## src/rtl/matrix_pkg.sv

```systemverilog
// Shared definitions for the matrix store, its write-side feeder and the read-side streamer.
// Holds geometry, fill-state encodings, streamer state encoding and the start-legality rule.
package matrix_pkg;

    localparam int ELEM_WIDTH = 8;
    localparam int MAX_DIM    = 5;
    localparam int MAX_ELEM   = MAX_DIM * MAX_DIM;
    localparam int MAX_MATRIX = 2;

    localparam logic [1:0] FILL_EMPTY = 2'b00;
    localparam logic [1:0] FILL_ONE   = 2'b01;
    localparam logic [1:0] FILL_TWO   = 2'b10;

    localparam logic [0:0] ST_IDLE = 1'b0;
    localparam logic [0:0] ST_SEND = 1'b1;

    // Slot 1 exists only once the store holds two matrices; 2'b11 is never a valid fill count.
    function automatic logic requestLegal(
        input logic [7:0] dimX,
        input logic [7:0] dimY,
        input logic       matSel,
        input logic [1:0] fillState
    );
        logic dimsOk;
        logic slotOk;
        dimsOk = (dimX != 8'd0) && (dimX <= 8'(MAX_DIM)) &&
                 (dimY != 8'd0) && (dimY <= 8'(MAX_DIM));
        slotOk = matSel ? (fillState == FILL_TWO)
                        : ((fillState != FILL_EMPTY) && (fillState != 2'b11));
        return dimsOk && slotOk;
    endfunction

endpackage

```

## src/rtl/matrix_stream_out.sv

```systemverilog
// Snapshots one matrix from the packed two-slot read bus and streams it row-major,
// one element per handshake, tagged with row/column and end-of-row/end-of-matrix flags.
module matrix_stream_out
    import matrix_pkg::*;
(
    input  logic                                     clk,
    input  logic                                     rst,
    input  logic                                     start,
    input  logic                                     matSel,
    input  logic [7:0]                               dimX,
    input  logic [7:0]                               dimY,
    input  logic [MAX_MATRIX*MAX_ELEM*ELEM_WIDTH-1:0] readData,
    input  logic [1:0]                               fillState,
    output logic                                     busy,
    output logic                                     outValid,
    input  logic                                     outReady,
    output logic [ELEM_WIDTH-1:0]                    outElem,
    output logic [2:0]                               outRow,
    output logic [2:0]                               outCol,
    output logic                                     outRowEnd,
    output logic                                     outLast,
    output logic                                     errPulse
);

    localparam int SLOT_W = MAX_ELEM * ELEM_WIDTH;

    logic [0:0]            state;
    logic [2:0]            dimXReg;
    logic [2:0]            dimYReg;
    logic [2:0]            row;
    logic [2:0]            col;
    logic                  errReg;
    logic [ELEM_WIDTH-1:0] snapshot [MAX_ELEM];

    logic [SLOT_W-1:0]     slotData;
    logic                  legal;
    logic                  sending;
    logic                  accept;
    logic                  handshake;
    logic                  atRowEnd;
    logic                  atLast;
    logic [4:0]            elemIdx;

    assign slotData  = matSel ? readData[SLOT_W +: SLOT_W] : readData[0 +: SLOT_W];
    assign legal     = requestLegal(dimX, dimY, matSel, fillState);
    assign sending   = (state == ST_SEND);
    assign accept    = !sending && start && legal;
    assign handshake = sending && outReady;
    assign atRowEnd  = (col == dimXReg - 3'd1);
    assign atLast    = atRowEnd && (row == dimYReg - 3'd1);
    assign elemIdx   = {2'b00, row} * {2'b00, dimXReg} + {2'b00, col};

    always_ff @(posedge clk) begin
        if (rst) begin
            state   <= ST_IDLE;
            dimXReg <= 3'd0;
            dimYReg <= 3'd0;
            row     <= 3'd0;
            col     <= 3'd0;
            errReg  <= 1'b0;
        end else begin
            errReg <= !sending && start && !legal;
            if (!sending) begin
                if (accept) begin
                    dimXReg <= dimX[2:0];
                    dimYReg <= dimY[2:0];
                    row     <= 3'd0;
                    col     <= 3'd0;
                    state   <= ST_SEND;
                end
            end else if (handshake) begin
                if (atLast) begin
                    row   <= 3'd0;
                    col   <= 3'd0;
                    state <= ST_IDLE;
                end else if (atRowEnd) begin
                    col <= 3'd0;
                    row <= row + 3'd1;
                end else begin
                    col <= col + 3'd1;
                end
            end
        end
    end

    // NOTE: the snapshot is data storage with no reset; outputs are gated by state instead.
    always_ff @(posedge clk) begin
        if (accept) begin
            for (int e = 0; e < MAX_ELEM; e++) begin
                snapshot[e] <= slotData[e*ELEM_WIDTH +: ELEM_WIDTH];
            end
        end
    end

    assign busy      = sending;
    assign outValid  = sending;
    assign outElem   = sending ? snapshot[elemIdx] : '0;
    assign outRow    = sending ? row : 3'd0;
    assign outCol    = sending ? col : 3'd0;
    assign outRowEnd = sending && atRowEnd;
    assign outLast   = sending && atLast;
    assign errPulse  = errReg;

endmodule

```

## config.mk

```make
export PLATFORM = sky130hd
export DESIGN_NAME = matrix_stream_out
export DESIGN_NICKNAME = d
export VERILOG_FILES = /design/src/rtl/matrix_pkg.sv /design/src/rtl/matrix_stream_out.sv
export SDC_FILE = /design/constraint.sdc
export NUM_CORES = 1
export LEC_CHECK = 0
export CORE_AREA = 2 2 170 172
export CTS_CLUSTER_DIAMETER = 100
export DETAILED_ROUTE_END_ITERATION = 8
export DIE_AREA = 0 0 172 174
export GPL_ROUTABILITY_DRIVEN = 1
export PLACE_DENSITY = 0.74
export SLEW_MARGIN = 25
export SYNTH_ARGS = -nofsm -noshare
export SYNTH_HDL_FRONTEND = slang
export SYNTH_SLANG_ARGS = --single-unit
```

## constraint.sdc

```tcl
create_clock -name clk -period 9.54 [get_ports clk]
set_clock_uncertainty 0.05 [all_clocks]
set_input_delay 1.908 -clock clk [delete_from_list [all_inputs] [get_ports clk]]
set_output_delay 1.908 -clock clk [all_outputs]
set_load 0.02 [all_outputs]
```

; After elaboration in Yosys (flattened, before gate mapping)
; Memories as Yosys holds them, arrays and structs flattened.
; Cells that the tools add are included.
[word_totals]
reg_bits = 14
latchBits = 0
ramBits = 200
elab_cells = 62
mem_count = 1
rom_bits = 0
[classes]
addsub = 5
multipliers = 1
shifts = 0
bitwise = 1
n_eq_ne = 6
n_mux = 19
n_lt_le_gt_ge = 2
n_reduce_logical = 21
div = 0
[mem_list]
columns = memory, words, word_bits, rd, rd_clocked_by_memory_dff, wr, line_no
row1 = snapshot, 25, 8, 1, 0, 25, matrix_stream_out.sv:33  ; logic [ELEM_WIDTH-1:0] snapshot [MAX_ELEM];
[ops]
columns = operator, n
row1 = 200-bit two-way mux, 1
row2 = 3-bit two-way mux, 11
row3 = "8-bit by 3-bit <= comparator with 1-bit output, second input constant", 2
row4 = 8-bit nonzero test, 2
row5 = 1-bit logical AND, 12
row6 = 8-bit two-way mux, 1
row7 = "3-bit by 1-bit adder with 3-bit output, second input constant", 2
row8 = 3-bit == test, 2
row9 = 1-bit two-way mux, 6
row10 = "3-bit by 1-bit subtractor with 3-bit output, second input constant", 2
row11 = 5-bit by 3-bit adder with 5-bit output, 1
row12 = 3-bit by 3-bit multiplier with 5-bit output, 1
row13 = 2-bit AND reduction, 2
row14 = 2-bit nonzero test, 2
row15 = "3-bit by 1-bit inequality test with 1-bit output, second input constant", 1
row16 = 3-bit AND reduction, 1
row17 = "2-bit == test, second input constant", 1
row18 = 1-bit logical NOT, 2
row19 = "2-bit by 1-bit inequality test with 1-bit output, second input constant", 1
row20 = "2-bit inequality test, second input constant", 1
row21 = 1-bit inverter, 1

; Logic depth before layout (Yosys ltp)
[depth]
ltp_word = 8
mapped_depth = 11
ltp_nobuf = 10

; Worst setup path after synthesis
; No wires, ideal clock.
[synth_timing]
path_type = register to output
start = register row[2]
end = output port outElem[0]
path_stages_with_launch = 11
path_slack_ps = 4348
t_arrival_ps = 3234
cell_sequence = dfxtp_1 > nand2_1 > fa_1 > inv_1 > fa_1 > fa_1 > xor2_1 > buf_2 > buf_1 > a21oi_1 > o22ai_1
[synth_via]
elab_chain_cells = 4
[synth_lines]
columns = item, line_no
row1 = from (decl), matrix_stream_out.sv:30  ; logic [2:0] row;
row2 = from (signal assigned), matrix_stream_out.sv:78  ; row <= row + 3'd1;
row3 = 3-bit by 3-bit multiplier with 5-bit output, matrix_stream_out.sv:51  ; assign elemIdx = {2'b00, row} * {2'b00, dimXReg} + {2'b00, col};
row4 = 5-bit by 3-bit adder with 5-bit output, matrix_stream_out.sv:51
row5 = memory 25 x 8 bit, --
row6 = 8-bit two-way mux, matrix_stream_out.sv:97  ; assign outElem = sending ? snapshot[elemIdx] : '0;
row7 = to (decl), matrix_stream_out.sv:17  ; output logic [ELEM_WIDTH-1:0] outElem,
; No other way between the ends.

; Worst setup path after layout
[layout_timing]
start = register row[2]
end = output port outElem[6]
; The elaborated chain is that of the path after synthesis.

==> flow_metrics.tcl <==
set metrics [dict create \
    status "finished, final reports clean" \
    irDropWorstVdd_v 0.000106 \
    num_vias 7570 \
    r2r-end "snapshot[0][1]" \
    setup_viol_count_final 0 \
    synth-seq-area-share 0.565 \
    row_count 62 \
    synthCells 683 \
    drt_iter0_markers 486 \
    cpMostUsedCell "fa_1" \
    clock_sinks 214 \
    fmaxAchievable_ghz 0.148 \
    grt.busiest_layer "met2" \
    slew_headroom 0.345 \
    grt.total_usage 0.202 \
    grt_pass1_wl_um 45000 \
    cpPeakStageDelay_ns 1.09 \
    post_cts_resized 0 \
    cts_root_buf "clkbuf_16" \
    cp-start-kind "register" \
    crit_cells 11 \
    setup_tns_ns 0 \
    final_area_um2 16800 \
    start_util 0.394 \
    cts_htree_levels 1 \
    syn2layout_area_growth_pct 51.3 \
    min_from "dimYReg[1]" \
    swShare 0.187 \
    p_per_area_nw_per_um2 141 \
    drcViolationCount 0 \
    clkSlewWorstSetupHoldPaths_ns 0.06 \
    gp_congestion 0.781 \
    criticalPathCategory "register to primary output" \
    antenna_cells 0 \
    rr_startpoint "busy" \
    yosysUniqueCellTypes 43 \
    clkPwrFrac 0.444 \
    synth_seq_cells 214 \
    mostFrequentLayoutCell "clkdlybuf4s50_1" \
    reg2reg_depth 5 \
    worst-path-max-fanout 30 \
    crit_start "row[2]" \
    maxCapViolations 0 \
    wl_per_cell_um 20.6 \
    via_per_inst 5.00 \
    num-nets-final 1551 \
    drv_slew 0 \
    gr-total-overflow 0 \
    ys_warn_count 0 \
    worst_pin_slew_ns 0.983 \
    switching_power_mw 0.444 \
    dr.pass1.iters 5 \
    antenna_found_initial 0 \
    postCtsSetupRepairBufs 0 \
    placed_area_um2 15900 \
    crit_required_ns 7.58 \
    synth.net_count 1122 \
    p_leak_nw 5.60 \
    grtUsageMet2 0.373 \
    fin_crit_sh 0.707 \
    ctsLongestPathBuffers 3 \
    ant_nets 0 \
    power_frac_seq 0.436 \
    final_cell_mix "clkdlybuf4s50_1 (440), mux2_2 (208), edfxtp_1 (200), mux4_2 (48)" \
    period_needed_ns 6.75 \
    worstPathArrival_ns 4.79 \
    r2r_slack_ns 6.23 \
    gr-usage-met1 0.246 \
    cts_tree "done" \
    avgSynthCellArea_um2 16.3 \
    die_area_um2 29900 \
    grt_pass1_vias 7913 \
    drive_above_1_share 0.275 \
    worstSetupEndpoint "outElem[6]" \
    synthesis.area_um2 11100 \
    worstSetupEndpointType "primary output" \
    die_w_um 172 \
    cp_top_family "adder cells" \
    postCtsHoldBufs 0 \
    crit_slowest_cell "fa_2" \
    hold_violations 0 \
    grt_max_degree 133 \
    die_y_um 174 \
    io_buffers 441 \
    p_int_mw 1.93 \
    rsz0062_at_grt "false" \
    grtUsageMet3 0.0380 \
    hpwl_um 23600 \
    hp-class "register to register" \
    insertion_delay_ns 0.51 \
    worst-path-buf-inv 2 \
    power_frac_comb 0.121 \
    coreArea_um2 28200 \
    path_cells "nand2_1, fa_1, inv_1, fa_1, fa_2, mux4_2, mux2i_1, nor2_1, a21oi_1, o22ai_1, clkdlybuf4s50_1" \
    wl_um 31100 \
    cts_buffers 24 \
    pin_count 442 \
]
final cells by class:
type	instances	area, um2
Multi-Input combinational cell	418	4650
Clock buffer	27	612
Inverter	9	41.3
Sequential cell	214	6290
Tap cell	384	480
Timing Repair Buffer	445	4450
Clock inverter	16	304
Fill cell	2256	11400
flip-flops by register name, indices dropped and copies added (netlist names):
signal,flops
snapshot,200
dimYReg,3
row,3
col,3
dimXReg,3
errPulse,1
busy,1
Yosys cell counts:
| cell | number | area share |
|---|---|---|
| nand4_4 | 1 | 0.0019 |
| or4_4 | 1 | 0.0010 |
| a211oi_1 | 1 | 0.00068 |
| mux4_2 | 48 | 0.097 |
| xor2_1 | 1 | 0.00079 |
| buf_4 | 1 | 0.00068 |
| and2_1 | 11 | 0.0062 |
| or2b_1 | 1 | 0.00068 |
| nor4_1 | 3 | 0.0017 |
| xnor2_1 | 7 | 0.0055 |
| nor3_1 | 6 | 0.0027 |
| a21oi_1 | 24 | 0.011 |
| o22ai_1 | 8 | 0.0045 |
| a21o_1 | 1 | 0.00068 |
| a31oi_1 | 2 | 0.0011 |
| and2b_2 | 1 | 0.00079 |
| xor3_1 | 2 | 0.0043 |
| or2_2 | 2 | 0.0011 |
| dfxtp_1 | 14 | 0.025 |
| edfxtp_1 | 200 | 0.54 |
| nor4b_1 | 1 | 0.00079 |
| o211ai_1 | 1 | 0.00068 |
| nand3_1 | 5 | 0.0023 |
| dlygate4sd1_1 | 1 | 0.00079 |
| nand2_1 | 13 | 0.0044 |
| inv_6 | 1 | 0.00079 |
| nor3b_1 | 2 | 0.0014 |
| and3_1 | 1 | 0.00056 |
| or4b_1 | 1 | 0.00090 |
| nor2_1 | 23 | 0.0078 |
| mux2_2 | 208 | 0.21 |
| nand2b_1 | 1 | 0.00056 |
| buf_1 | 5 | 0.0017 |
| buf_2 | 8 | 0.0036 |
| nand4_1 | 2 | 0.0011 |
| o21ai_0 | 1 | 0.00045 |
| clkbuf_1 | 27 | 0.0091 |
| inv_1 | 8 | 0.0027 |
| fa_1 | 3 | 0.0054 |
| nand4b_1 | 2 | 0.0016 |
| ha_1 | 13 | 0.015 |
| a2111oi_4 | 1 | 0.0025 |
| mux2i_1 | 20 | 0.018 |
worst min path at each step:
| stage | to | depth (start not counted) |
|---|---|---|
| global placement | dimYReg[1] | 2 |
| floorplan | dimYReg[1] | 2 |
| global route | dimYReg[1] | 2 |
| detailed placement | dimYReg[1] | 2 |
| finish | dimYReg[1] | 2 |
| CTS | dimYReg[1] | 2 |
metrics by stage:
stage          instances  hold slack [ns]   util  power, mW  setup slack (ns)
4_1_cts             1513            0.427  0.596       2.40              2.73
3_5_place_dp        1470            0.420  0.563       1.34              3.32
2_1_floorplan        683            0.382      -       1.14              4.35
3_3_place_gp        1470            0.392  0.563       1.34              3.38
6_report            1513            0.425  0.596       2.37              2.79
5_1_grt             1513            0.452  0.596       2.45              2.50
tightest hold or removal path, cell delays in order, from the launching register on:
cell and delay [ns]:
dfxtp_1 0.31, nand2_1 0.06, a21oi_1 0.05
power by group through the flow:
stage	sequential, mW	combinational, mW	clock, mW
3_5_place_dp	1.05	0.288	0
6_report	1.03	0.286	1.05
4_1_cts	1.03	0.291	1.08
5_1_grt	1.03	0.304	1.11
3_3_place_gp	1.05	0.286	0
2_1_floorplan	1.05	0.0865	0
cells by family (layout without fill, tap and decap cells):
family                   Yosys count  after routing  share of synthesized area
flip-flops                       214            214                      0.565
XOR/XNOR                          10             10                     0.0106
multiplexers                     276            276                      0.326
AO/OA/AOI/OAI                     39             39                     0.0214
adder cells (fa/ha/maj)           16             16                     0.0200
buffers and inverters             51            497                     0.0194
AND/OR/NAND/NOR                   77             77                     0.0374
metal layers:
metal	part of all wire	wire, um
met5	0	0
met4	0.015	479
met3	0.062	1940
met2	0.53	16500
met1	0.39	12200
(Power assumes the default switching activity.)
